## config.mk

```make
export PLATFORM = sky130hd
export DESIGN_NAME = aes_shift_rows_stage_flat
export DESIGN_NICKNAME = d
export VERILOG_FILES = /design/src/rtl/aes_pkg.sv /design/src/rtl/aes_shift_rows_stage_if.sv /design/src/rtl/aes_sr_perm.sv /design/src/rtl/aes_shift_rows_stage.sv /design/src/flat_wrapper.sv
export SDC_FILE = /design/constraint.sdc
export NUM_CORES = 1
export LEC_CHECK = 0
export CORE_ASPECT_RATIO = 0.7
export CORE_MARGIN = 5
export CORE_UTILIZATION = 30
export CTS_BUF_LIST = sky130_fd_sc_hd__clkbuf_4 sky130_fd_sc_hd__clkbuf_8 sky130_fd_sc_hd__clkbuf_16
export DETAILED_ROUTE_END_ITERATION = 6
export DONT_BUFFER_PORTS = 1
export GPL_TIMING_DRIVEN = 0
export PLACE_DENSITY = 0.54
export SLEW_MARGIN = 15
export SYNTH_ARGS = -nofsm -noshare
export SYNTH_HDL_FRONTEND = slang
export SYNTH_HIERARCHICAL = 1
export SYNTH_SLANG_ARGS = --single-unit
```

## constraint.sdc

```tcl
create_clock -name clk -period 2.02 [get_ports clk]
set_input_delay 0.303 -clock clk [delete_from_list [all_inputs] [get_ports clk]]
set_output_delay 0.303 -clock clk [all_outputs]
set_load 0.005 [all_outputs]
```

## src/rtl/aes_pkg.sv

```systemverilog
// Shared types and helpers for the AES ShiftRows datapath stage.
package aes_pkg;

    // Per-transaction permutation mode; SR_RSV behaves as bypass and flags an error.
    typedef enum logic [1:0] {
        SR_FWD = 2'b00,
        SR_INV = 2'b01,
        SR_BYP = 2'b10,
        SR_RSV = 2'b11
    } sr_mode_t;

    // Rijndael row rotation amount; 256-bit blocks use 0,1,3,4 instead of 0,1,2,3.
    function automatic int unsigned sr_offset(int unsigned nb, int unsigned row);
        if (nb == 8 && row >= 2) begin
            return row + 1;
        end
        return row;
    endfunction

    // Only the Rijndael block widths 128/192/256 are supported.
    function automatic bit sr_nb_legal(int unsigned nb);
        return (nb == 4) || (nb == 6) || (nb == 8);
    endfunction

endpackage

```

## src/rtl/aes_shift_rows_stage_if.sv

```systemverilog
// Handshake bundle for the ShiftRows stage: input stream, output stream, flush and error flag.
interface aes_shift_rows_stage_if #(
    parameter int unsigned NB    = 4,
    parameter int unsigned TAG_W = 4
);
    localparam int unsigned W = 32 * NB;

    logic             clear;
    logic             in_valid;
    logic             in_ready;
    logic [W-1:0]     in_data;
    logic [1:0]       in_mode;
    logic [TAG_W-1:0] in_tag;
    logic             out_valid;
    logic             out_ready;
    logic [W-1:0]     out_data;
    logic [TAG_W-1:0] out_tag;
    logic             err;

    // Upstream/downstream environment view.
    modport master (
        output clear, in_valid, in_data, in_mode, in_tag, out_ready,
        input  in_ready, out_valid, out_data, out_tag, err
    );

    // Stage view.
    modport slave (
        input  clear, in_valid, in_data, in_mode, in_tag, out_ready,
        output in_ready, out_valid, out_data, out_tag, err
    );
endinterface

```

## src/rtl/aes_sr_perm.sv

```systemverilog
// Combinational ShiftRows byte permutation (forward / inverse / pass-through).
// Byte (r,c) sits at index 4c+r, byte 0 occupying the MSBs.
module aes_sr_perm
    import aes_pkg::*;
#(
    parameter int unsigned NB = 4
) (
    input  sr_mode_t          mode_i,
    input  logic [32*NB-1:0]  data_i,
    output logic [32*NB-1:0]  data_o
);
    localparam int unsigned W = 32 * NB;

    logic [W-1:0] fwd_data;
    logic [W-1:0] inv_data;

    // Pure wiring: each output byte picks a fixed source byte from the same row.
    for (genvar c = 0; c < NB; c++) begin : g_col
        for (genvar r = 0; r < 4; r++) begin : g_row
            localparam int unsigned Off    = sr_offset(NB, r);
            localparam int unsigned FwdSrc = (c + Off) % NB;
            localparam int unsigned InvSrc = (c + NB - Off) % NB;
            localparam int unsigned DstHi  = W - 1 - 8 * (4 * c + r);
            localparam int unsigned FwdHi  = W - 1 - 8 * (4 * FwdSrc + r);
            localparam int unsigned InvHi  = W - 1 - 8 * (4 * InvSrc + r);

            assign fwd_data[DstHi -: 8] = data_i[FwdHi -: 8];
            assign inv_data[DstHi -: 8] = data_i[InvHi -: 8];
        end
    end

    // Select the permutation; reserved mode passes data through like bypass.
    always_comb begin
        data_o = data_i;
        case (mode_i)
            SR_FWD:  data_o = fwd_data;
            SR_INV:  data_o = inv_data;
            default: data_o = data_i;
        endcase
    end

endmodule

```

## src/rtl/aes_shift_rows_stage.sv

```systemverilog
// Pipelined ShiftRows stage: permutes on entry, then a 2-entry FIFO decouples the handshakes
// so in_ready never depends on out_ready.
module aes_shift_rows_stage
    import aes_pkg::*;
#(
    parameter int unsigned NB    = 4,
    parameter int unsigned TAG_W = 4
) (
    input logic                   clk,
    input logic                   n_rst,
    aes_shift_rows_stage_if.slave bus
);
    localparam int unsigned W    = 32 * NB;
    localparam bit          NbOk = sr_nb_legal(NB);

    if (!NbOk) begin : g_bad_nb
        $error("aes_shift_rows_stage: NB must be 4, 6 or 8");
    end

    logic [W-1:0]     perm_data;
    logic [W-1:0]     data_q [2];
    logic [TAG_W-1:0] tag_q  [2];
    logic             wr_ptr_q, wr_ptr_d;
    logic             rd_ptr_q, rd_ptr_d;
    logic [1:0]       count_q, count_d;
    logic             err_q, err_d;
    logic             push, pop;
    sr_mode_t         in_mode;

    assign in_mode = sr_mode_t'(bus.in_mode);

    aes_sr_perm #(
        .NB (NB)
    ) u_perm (
        .mode_i (in_mode),
        .data_i (bus.in_data),
        .data_o (perm_data)
    );

    assign bus.in_ready  = (count_q != 2'd2) && !bus.clear;
    assign bus.out_valid = (count_q != 2'd0);
    assign push          = bus.in_valid && bus.in_ready;
    assign pop           = bus.out_valid && bus.out_ready;

    // Head entry is gated so an empty buffer always presents zeros.
    assign bus.out_data = bus.out_valid ? data_q[rd_ptr_q] : '0;
    assign bus.out_tag  = bus.out_valid ? tag_q[rd_ptr_q]  : '0;
    assign bus.err      = err_q;

    // Next-state for pointers, occupancy and the sticky error flag.
    always_comb begin
        wr_ptr_d = wr_ptr_q;
        rd_ptr_d = rd_ptr_q;
        count_d  = count_q;
        err_d    = err_q;
        if (bus.clear) begin
            wr_ptr_d = 1'b0;
            rd_ptr_d = 1'b0;
            count_d  = 2'd0;
            err_d    = 1'b0;
        end else begin
            if (push) begin
                wr_ptr_d = ~wr_ptr_q;
            end
            if (pop) begin
                rd_ptr_d = ~rd_ptr_q;
            end
            case ({push, pop})
                2'b10:   count_d = count_q + 2'd1;
                2'b01:   count_d = count_q - 2'd1;
                default: count_d = count_q;
            endcase
            if (push && in_mode == SR_RSV) begin
                err_d = 1'b1;
            end
        end
    end

    // Control state registers.
    always_ff @(posedge clk or negedge n_rst) begin
        if (!n_rst) begin
            wr_ptr_q <= 1'b0;
            rd_ptr_q <= 1'b0;
            count_q  <= 2'd0;
            err_q    <= 1'b0;
        end else begin
            wr_ptr_q <= wr_ptr_d;
            rd_ptr_q <= rd_ptr_d;
            count_q  <= count_d;
            err_q    <= err_d;
        end
    end

    // Buffer storage: write the permuted block and its tag at the write pointer.
    always_ff @(posedge clk or negedge n_rst) begin
        if (!n_rst) begin
            for (int i = 0; i < 2; i++) begin
                data_q[i] <= '0;
                tag_q[i]  <= '0;
            end
        end else if (push) begin
            data_q[wr_ptr_q] <= perm_data;
            tag_q[wr_ptr_q]  <= bus.in_tag;
        end
    end

endmodule

```

## src/flat_wrapper.sv

```systemverilog
// flat-port wrapper written by rule: the top's interface ports become plain ports
module aes_shift_rows_stage_flat import aes_pkg::*;
#(
    parameter int unsigned NB    = 4,
    parameter int unsigned TAG_W = 4
)
  (clk, n_rst, bus_clear, bus_in_valid, bus_in_data, bus_in_mode, bus_in_tag, bus_out_ready, bus_in_ready, bus_out_valid, bus_out_data, bus_out_tag, bus_err);
  aes_shift_rows_stage_if #(.NB(NB), .TAG_W(TAG_W)) bus_i ();
  input logic clk;
  input logic n_rst;
  input wire logic [$bits(bus_i.clear)-1:0] bus_clear;
  input wire logic [$bits(bus_i.in_valid)-1:0] bus_in_valid;
  input wire logic [$bits(bus_i.in_data)-1:0] bus_in_data;
  input wire logic [$bits(bus_i.in_mode)-1:0] bus_in_mode;
  input wire logic [$bits(bus_i.in_tag)-1:0] bus_in_tag;
  input wire logic [$bits(bus_i.out_ready)-1:0] bus_out_ready;
  output wire logic [$bits(bus_i.in_ready)-1:0] bus_in_ready;
  output wire logic [$bits(bus_i.out_valid)-1:0] bus_out_valid;
  output wire logic [$bits(bus_i.out_data)-1:0] bus_out_data;
  output wire logic [$bits(bus_i.out_tag)-1:0] bus_out_tag;
  output wire logic [$bits(bus_i.err)-1:0] bus_err;
  assign bus_i.clear = bus_clear;
  assign bus_i.in_valid = bus_in_valid;
  assign bus_i.in_data = bus_in_data;
  assign bus_i.in_mode = bus_in_mode;
  assign bus_i.in_tag = bus_in_tag;
  assign bus_i.out_ready = bus_out_ready;
  assign bus_in_ready = bus_i.in_ready;
  assign bus_out_valid = bus_i.out_valid;
  assign bus_out_data = bus_i.out_data;
  assign bus_out_tag = bus_i.out_tag;
  assign bus_err = bus_i.err;
  aes_shift_rows_stage #(.NB(NB), .TAG_W(TAG_W)) u_core (.clk(clk), .n_rst(n_rst), .bus(bus_i));
endmodule
```

==> run summary, run 1 <==
The minimum hold slack came out at -0.587 ns. The register bit count reported by yosys came out at 269. The die outline height is 191 um.

The finished layout cell area is 17700 um2. The multiplexer share of the synthesized area is 0.378. The number of maximum-capacitance violations came out at 0. The number of vias in the routed layout is 9487. The final reports fail on negative hold slack, negative setup slack. The number of H-tree levels is 1.

The number of nets in the final layout came out at 1427. In the finished design, the share of the clock period the worst path needs comes to 1.04. Compared with the post-synthesis result, the final layout area differs by 26.1%. The post-synthesis instance area is 14000 um2. The highest achievable clock rate came out at 474 MHz.

The wire length after detailed routing is 48400 um. The full die area came out at 51300 um2. The total half-perimeter wirelength after legalization and detailed placement came out at 35200 um. The clock skew after layout is 0.0218 ns. The total core area came out at 46300 um2. The DRC violations left is 0. Routability-driven placement finished with a final weighted congestion of 0.828.

The worst setup path is of the reg -> out kind. Setup repair after global routing could not meet its margin everywhere. The deepest clock path buffer count came out at 3. The number of flops mapped to enable cells by yosys came out at 0.

For the worst setup path, the data arrival time is 1.81 ns. By area, the combinational part of the netlist is dominated by multiplexers. The power density of the placed cells came out at 982 nW/um2. The portion of the post-synthesis area used by sequential elements came out at 0.480. The final hold violation count came out at 269. The synthesized area divided by synthesized cell count came out at 12.1 um2. In the final layout, the share of cells above drive strength 1 is 0.358. The placement row count came out at 66.

The worst setup path is launched from a flop. The max-slew violation count was 0. The run finished, with violations left. The count of antenna-violating nets left after detailed routing came out at 0. The first global-routing pass estimated 68800 um of wire. The cell area reported after detailed placement is 14800 um2. Summed over all layers, the global routing overflow is 0. Across all setup checks in the final design, the least slack found is -0.0905 ns. The total iterations of the first detailed-routing run is 5.

The total routing usage reported by global routing came out at 0.181. The number of hold-repair buffers added at the cts stage came out at 75. The synthesized-area fraction occupied by xor and xnor cells came out at 0.000624. The share of synthesized area in the top cell type comes to 0.480. The buffer cell driving the clock tree root is sky130_fd_sc_hd__clkbuf_16. When the netlist entered floorplanning its net count stood at 1301.

The peak fanout along the critical path is 5. Headroom to the max-slew limit came out at 0.517. The DRC marker count from the first detailed-route iteration is 499. Buffers inserted during clock tree synthesis total 30. During placement, the flow inserted port buffers numbering 0. The synthesized instance count came out at 1162. The mean routed wirelength per cell is 25.2 um.

The number of global-route vias before repair is 9982. The fraction of the mapped netlist area in adder cells is 0. The worst setup path is captured at a primary output. The number of antenna violations at the first check in global routing came to 0. The largest net degree at the start of global routing came out at 270.

The path class of the tightest hold or removal check is in -> async. The commonest cells after synthesis are 269 x sky130_fd_sc_hd__dfrtp_1, 197 x sky130_fd_sc_hd__mux2i_1, 176 x sky130_fd_sc_hd__mux2_2, 136 x sky130_fd_sc_hd__nor2_1, 120 x sky130_fd_sc_hd__mux2_1. The warning count from the yosys run came out at 6.

The post-route setup TNS came out at -4.15 ns. The effective utilization at floorplan is 0.303. The most used flip-flop cell after synthesis is sky130_fd_sc_hd__dfrtp_1. TritonCTS built the clock tree. The count of endpoints failing setup in the final report came out at 110. The sink count of the clock tree came out at 269. The biggest area contributor in the post-synthesis netlist is sky130_fd_sc_hd__dfrtp_1. By area the synthesized netlist is led by sky130_fd_sc_hd__dfrtp_1 48%, sky130_fd_sc_hd__mux2_2 14%, sky130_fd_sc_hd__mux2i_1 14%. After layout, the minimum clock period comes to 2.11 ns. In the routed layout, each cell is associated on average with a via count of 4.94. sky130_fd_sc_hd__dfrtp_1 is the most common cell in the netlist.

The post-synthesis async set-or-reset flop share came out at 1.00. The later pin in the worst-skew pair is clocked with a latency of 0.58 ns. After clock tree synthesis, the clock-pin slew on the worst setup and hold paths is 0.06 ns. The area fraction in compound gates after synthesis was 0.0269. The number of unique standard cell types used by synthesis came out at 29.

The horizontal extent of the die came out at 269 um. The cell leakage power came out at 7.41 nW. The slew at the pin with the worst max-slew slack came out at 0.724 ns. The post-synthesis share of cell area spent on and, or, nand and nor gates is 0.0586. The critical path required time is 1.72 ns. The worst voltage drop across the vdd grid is 0.000674 V. The antenna cell count is 0.

In this run the count of I/O pins placed on the die edge is 274.
==> where the power goes <==
part	total (W)	internal [W]	switching [W]	leakage [nW]
Combinational	0.00403	0.00222	0.00182	3.66
Clock	0.00573	0.00338	0.00235	0.510
Sequential	0.00762	0.00682	0.000804	3.24
Total	0.0174	0.0124	0.00497	7.41
==> final cells by class <==
cell class              count  area, um2
fillers                  4480      28600
multi-input cells         775       6950
flip-flops and latches    269       6740
plain buffers             115       1200
repair buffers             95       1000
clock buffers              39        862
well taps                 612        766
clock inverters            15        169
inverters                   2       7.51
==> metal layers <==
layer / share of wire / routed length [um] / vias to the layer above / GRT usage
li1: - / - / 4291 / -
met1: 0.44 / 21200 / 4899 / 0.241
met2: 0.45 / 21800 / 256 / 0.286
met3: 0.094 / 4550 / 41 / 0.0714
met4: 0.017 / 815 / 0 / 0.0296
met5: 0 / 0 / - / 0
==> worst paths after layout <==
path                                    start  cells after the start                  to  slack (ns)
max                           u_core/rd_ptr_q                      5    bus_out_data[70]       -0.09
min reg2reg                u_core/data_q[160]                      1  u_core/data_q[160]        0.48
min                                     n_rst                      0  u_core/data_q[139]       -0.59
max in group asynchronous               n_rst                      0   u_core/data_q[94]        2.36
min in group clk                bus_out_ready                      3     u_core/rd_ptr_q        0.01
max reg2reg                 u_core/count_q[0]                      5   u_core/data_q[35]        0.08
==> stage by stage <==
| stage | hold slack (ns) | total power [W] | worst slack, ns | util | cells |
|---|---|---|---|---|---|
| after floorplan | 0.00741 | 0.00994 | 0.356 | - | 1162 |
| after global placement | 0.0211 | 0.0108 | -1.19 | 0.320 | 1774 |
| after detailed placement | 0.0233 | 0.0109 | -1.29 | 0.320 | 1774 |
| after CTS | -0.603 | 0.0174 | -0.136 | 0.377 | 1919 |
| after global routing | -0.613 | 0.0183 | -0.148 | 0.382 | 1922 |
| final | -0.587 | 0.0174 | -0.0905 | 0.382 | 1922 |
==> what timing repair did <==
| action | 4_1_cts | 5_1_grt |
|---|---|---|
| setup endpoints to repair | 397 | 264 |
| hold endpoints to repair | 374 | 269 |
| pin swaps | 5 | 6 |
| gates cloned | 2 | 2 |
| buffers inserted | 15 | 1 |
| resized for setup | 191 | 54 |
==> placed cells by master (no fill, tap or decap), types with 2 or more instances in the layout <==
master	n
sky130_fd_sc_hd__nand2_1	64
sky130_fd_sc_hd__dlygate4sd3_1	75
sky130_fd_sc_hd__buf_8	16
sky130_fd_sc_hd__clkbuf_4	3
sky130_fd_sc_hd__mux2i_1	155
sky130_fd_sc_hd__clkinvlp_4	3
sky130_fd_sc_hd__o21ai_0	6
sky130_fd_sc_hd__nor2_4	5
sky130_fd_sc_hd__dfrtp_1	266
sky130_fd_sc_hd__buf_12	9
sky130_fd_sc_hd__clkbuf_16	37
sky130_fd_sc_hd__buf_4	59
sky130_fd_sc_hd__mux2i_4	13
sky130_fd_sc_hd__clkinv_2	8
sky130_fd_sc_hd__bufinv_16	3
sky130_fd_sc_hd__buf_6	17
sky130_fd_sc_hd__clkbuf_1	2
sky130_fd_sc_hd__clkbuf_8	12
sky130_fd_sc_hd__o21ai_1	59
sky130_fd_sc_hd__nor2_2	52
sky130_fd_sc_hd__mux2_1	120
sky130_fd_sc_hd__mux2i_2	29
sky130_fd_sc_hd__dfrtp_2	3
sky130_fd_sc_hd__nor2_1	79
sky130_fd_sc_hd__buf_16	2
sky130_fd_sc_hd__mux2_2	176
sky130_fd_sc_hd__a21oi_1	4
sky130_fd_sc_hd__buf_2	17
==> flip-flops by register name (all words and copies together), names as in the netlist <==
signal	flops
u_core/data_q	256
u_core/tag_q	8
u_core/count_q	2
u_core/bus.err	1
u_core/rd_ptr_q	1
u_core/wr_ptr_q	1
==> critical path, cell delays in order (launching register included) <==
cell                        delay [ns]
sky130_fd_sc_hd__dfrtp_2          0.42
sky130_fd_sc_hd__buf_12           0.15
sky130_fd_sc_hd__clkbuf_16        0.18
sky130_fd_sc_hd__buf_16           0.16
sky130_fd_sc_hd__mux2i_4          0.19
sky130_fd_sc_hd__nor2_4           0.13
==> cell families (layout without fill, tap and decap cells) <==
kind of cell,after synthesis,count (layout)
compound gates,73,73
flops,269,269
xor+xnor,1,1
simple gates,208,208
mux,493,493
buf+inv,118,266
Note: power is estimated with default switching activity, not from simulation.
==> run 2: changes to the inputs <==
CORE_ASPECT_RATIO = 1.1   (was 0.7)
CORE_MARGIN = 2   (was 5)
CORE_UTILIZATION = 55   (was 30)
PLACE_DENSITY = 0.8   (was 0.54)
==> run 2 against run 1 <==
  * The flow still finishes with violations (negative hold slack, negative setup slack)
  * Clock skew shrank 0.010 ns
  * Critical path type is now reg -> reg
  * Clock power shrank 8.7%
  * Design area shrank 6.8%
  * Power shrank 5.4%
  * Fmax grew 1.8%
  * Sequential power shrank 0.5%
  * Worst hold slack gained 0.047 ns
==> run summary, run 2 (same netlist as run 1, synthesis figures left out) <==
The run finished, with violations left. The final reports fail on negative hold slack, negative setup slack. The mean routed wirelength per cell is 25.2 um.

The worst voltage drop across the vdd grid came out at 0.000943 V. The critical path ends at u_core/data_q[204]. The register containing the most flip-flops in the final layout is u_core/data_q. The minimum hold slack came out at -0.540 ns. The full die area is 26800 um2. The buffer cell driving the clock tree root is sky130_fd_sc_hd__clkbuf_16. The number of nets in the final layout came out at 1381.

The number of placed instances, taps included came out at 1477. The number of vias in the routed layout came out at 9414. The logic depth of the worst path, buffers included is 7. In the finished design, the share of the clock period the worst path needs comes to 1.03. The number of H-tree levels came out at 1.

The final non-filler cell total came out at 1578. The number of I/O pins is 274. The clock tree from TritonCTS is done. The largest registers in the layout are u_core/data_q x256, u_core/tag_q x8, u_core/count_q x2.

The via density per instance is 5.97. At the pin with the least slew margin, the transition time is 0.536 ns. After layout, the minimum clock period comes to 2.07 ns.

The count of buffers added on input and output ports is 0. Hold repair after CTS inserted 39 buffers. The combined buffer and inverter count along the critical path came out at 4. The initial utilization of the core area, before any placement, comes to 0.557.

The power density of the placed cells came out at 996 nW/um2. The worst register-to-register path ends at u_core/data_q[204]. The placement row count came out at 61. The pre-antenna-repair detailed-routing pass consisted of 4 iterations. The startpoint type of the worst setup path is a flop. The count of endpoints failing setup in the final report is 136.

The critical path required time came out at 2.44 ns. The die outline height is 172 um. The critical path starts at u_core/count_q[1]. The count of antenna-violating nets left after detailed routing is 0. The cell with the biggest individual delay on the critical path is sky130_fd_sc_hd__dfrtp_2.

Static timing analysis puts the maximum clock frequency at 483 MHz. The total power is 0.0164 W. The headroom to the max-slew limit is 0.643. For this run, design rule violations remaining after detail routing come to 0. The number of flip-flops in the largest register is 256. STA classifies the critical path endpoint as a flop.

The routed design has 39800 um of wire. The commonest non-fill, non-tap cell in the layout is sky130_fd_sc_hd__dfrtp_1. The total area inside the core boundary comes to 25200 um2. The clock insertion delay at the later pin of the skew report came out at 0.54 ns. The total overflow left after global routing is 0.

The number of maximum-capacitance violations is 0. The final hold violation count came out at 269. The final weighted congestion in routability-driven placement is 0.831. STA puts the critical path data arrival time at 2.50 ns. Counting along the longest clock path gives a buffer depth of 3. On the critical path the largest part of the delay comes from buffers and inverters.

The total routing usage reported by global routing is 0.289. The number of antenna violations at the first check in global routing is 0. The first-pass GRT wire length came out at 58000 um. In this design, the stage delay of the slowest critical-path cell is 0.42 ns.

The number of global-route vias before repair came to 9722. The signal on the critical path passes through buf_4, and2b_1, nor4_4, buf_4, buf_12, buf_12, mux2_1. The peak fanout along the critical path came out at 10. After clock tree synthesis, the clock-pin slew on the worst setup and hold paths is 0.07 ns. The max-slew violation count was 0. In this run the horizontal extent of the chip is 156 um. For the worst flop-to-flop path, the logic depth is 7.

In the layout the commonest cells are 266 x sky130_fd_sc_hd__dfrtp_1, 182 x sky130_fd_sc_hd__mux2i_1, 176 x sky130_fd_sc_hd__mux2_2, 120 x sky130_fd_sc_hd__nor2_1, 120 x sky130_fd_sc_hd__mux2_1. The largest net degree at the start of global routing came out at 270. The signed area change from the synthesized netlist to the final layout is 17.5%. Detailed placement finished with a half-perimeter wire length of 28200 um. The clock skew after layout is 0.0115 ns.

The path class of the tightest hold or removal check is in -> async. In this run the register-to-register setup slack is -0.05 ns. The cell leakage power is 7.15 nW. The fraction of layout instances using a drive strength above 1 came out at 0.309.

After layout, the worst setup slack is -0.0522 ns. The filler cell count is 1868. The worst reg2reg path startpoint is u_core/count_q[1]. The sink count of the clock tree is 269. TritonCTS created 28 clock buffers. The finished layout cell area is 16500 um2. Setup repair after global routing could not meet its margin everywhere. The critical setup path kind is reg -> reg.

The cell area reported after detailed placement came out at 14400 um2. The DRC marker count from the first detailed-route iteration came out at 544. The antenna cell count is 0.
==> run 2: changes by cell type in the layout (fill, tap and decap cells not counted), sizes merged <==
| cell | change |
|---|---|
| clkinvlp | -2 |
| bufinv | -2 |
| buf | -9 |
| dlygate4sd3 | -36 |
| clkinv | -4 |
| inv | +1 |
| clkbuf | +5 |
==> run 2: worst register-to-register path, cell delays in order, from the launching register on <==
cell and delay [ns]:
sky130_fd_sc_hd__dfrtp_2 0.42, sky130_fd_sc_hd__buf_4 0.15, sky130_fd_sc_hd__and2b_1 0.21, sky130_fd_sc_hd__nor4_4 0.32, sky130_fd_sc_hd__buf_4 0.20, sky130_fd_sc_hd__buf_12 0.16
sky130_fd_sc_hd__buf_12 0.16, sky130_fd_sc_hd__mux2_1 0.34
==> run 2: worst min path at each step <==
stage,start,slack (ns),depth (start not counted),endpoint
finish,n_rst,-0.54,0,u_core/data_q[52]
global route,n_rst,-0.55,0,u_core/data_q[51]
CTS,n_rst,-0.56,0,u_core/data_q[168]
detailed placement,n_rst,0.02,0,u_core/data_q[221]
global placement,n_rst,0.02,0,u_core/data_q[221]
floorplan,n_rst,0.007,0,u_core/bus.err
==> run 2: timing repair <==
item                       CTS  global route
pin swaps                    3             1
setup buffers               11             2
setup endpoints to repair  345           257
cloned                       0             1
gates resized for setup    121            56
hold endpoints to repair   342           269
==> run 2: where the power goes <==
part / internal (W) / switching [W]
Sequential: 0.00682 / 0.000757
Clock: 0.00310 / 0.00213
Combinational: 0.00198 / 0.00165
Total: 0.0119 / 0.00454
==> run 2: cell type report <==
class / count / area (um2) / share of cell area
Buffer: 113 / 1240 / 0.0754
Timing Repair Buffer: 53 / 544 / 0.0330
Inverter: 2 / 7.51 / 0.000455
Clock buffer: 43 / 875 / 0.0530
Sequential cell: 269 / 6740 / 0.408
Tap cell: 315 / 394 / 0.0239
Multi-Input combinational cell: 775 / 6620 / 0.401
Clock inverter: 8 / 75.1 / 0.00455
==> run 2: stage by stage <==
stage / setup WS, ns / util / TNS, ns
after floorplan: 0.356 / - / 0
after global placement: -1.02 / 0.573 / -121.85
after detailed placement: -0.725 / 0.573 / -86.61
after CTS: -0.0449 / 0.647 / -0.491
after global routing: -0.103 / 0.655 / -11.78
final: -0.0522 / 0.655 / -3.02
==> run 2: metal layers <==
metal  routed length (um)  global-route usage  vias to the layer above  share of wire
met4                 1740               0.133                        0          0.044
li1                     -                   -                     4190              -
met2                18800               0.467                      329           0.47
met3                 3250              0.0879                       92          0.082
met5                    0                   0                        -              0
met1                16100               0.357                     4803           0.40
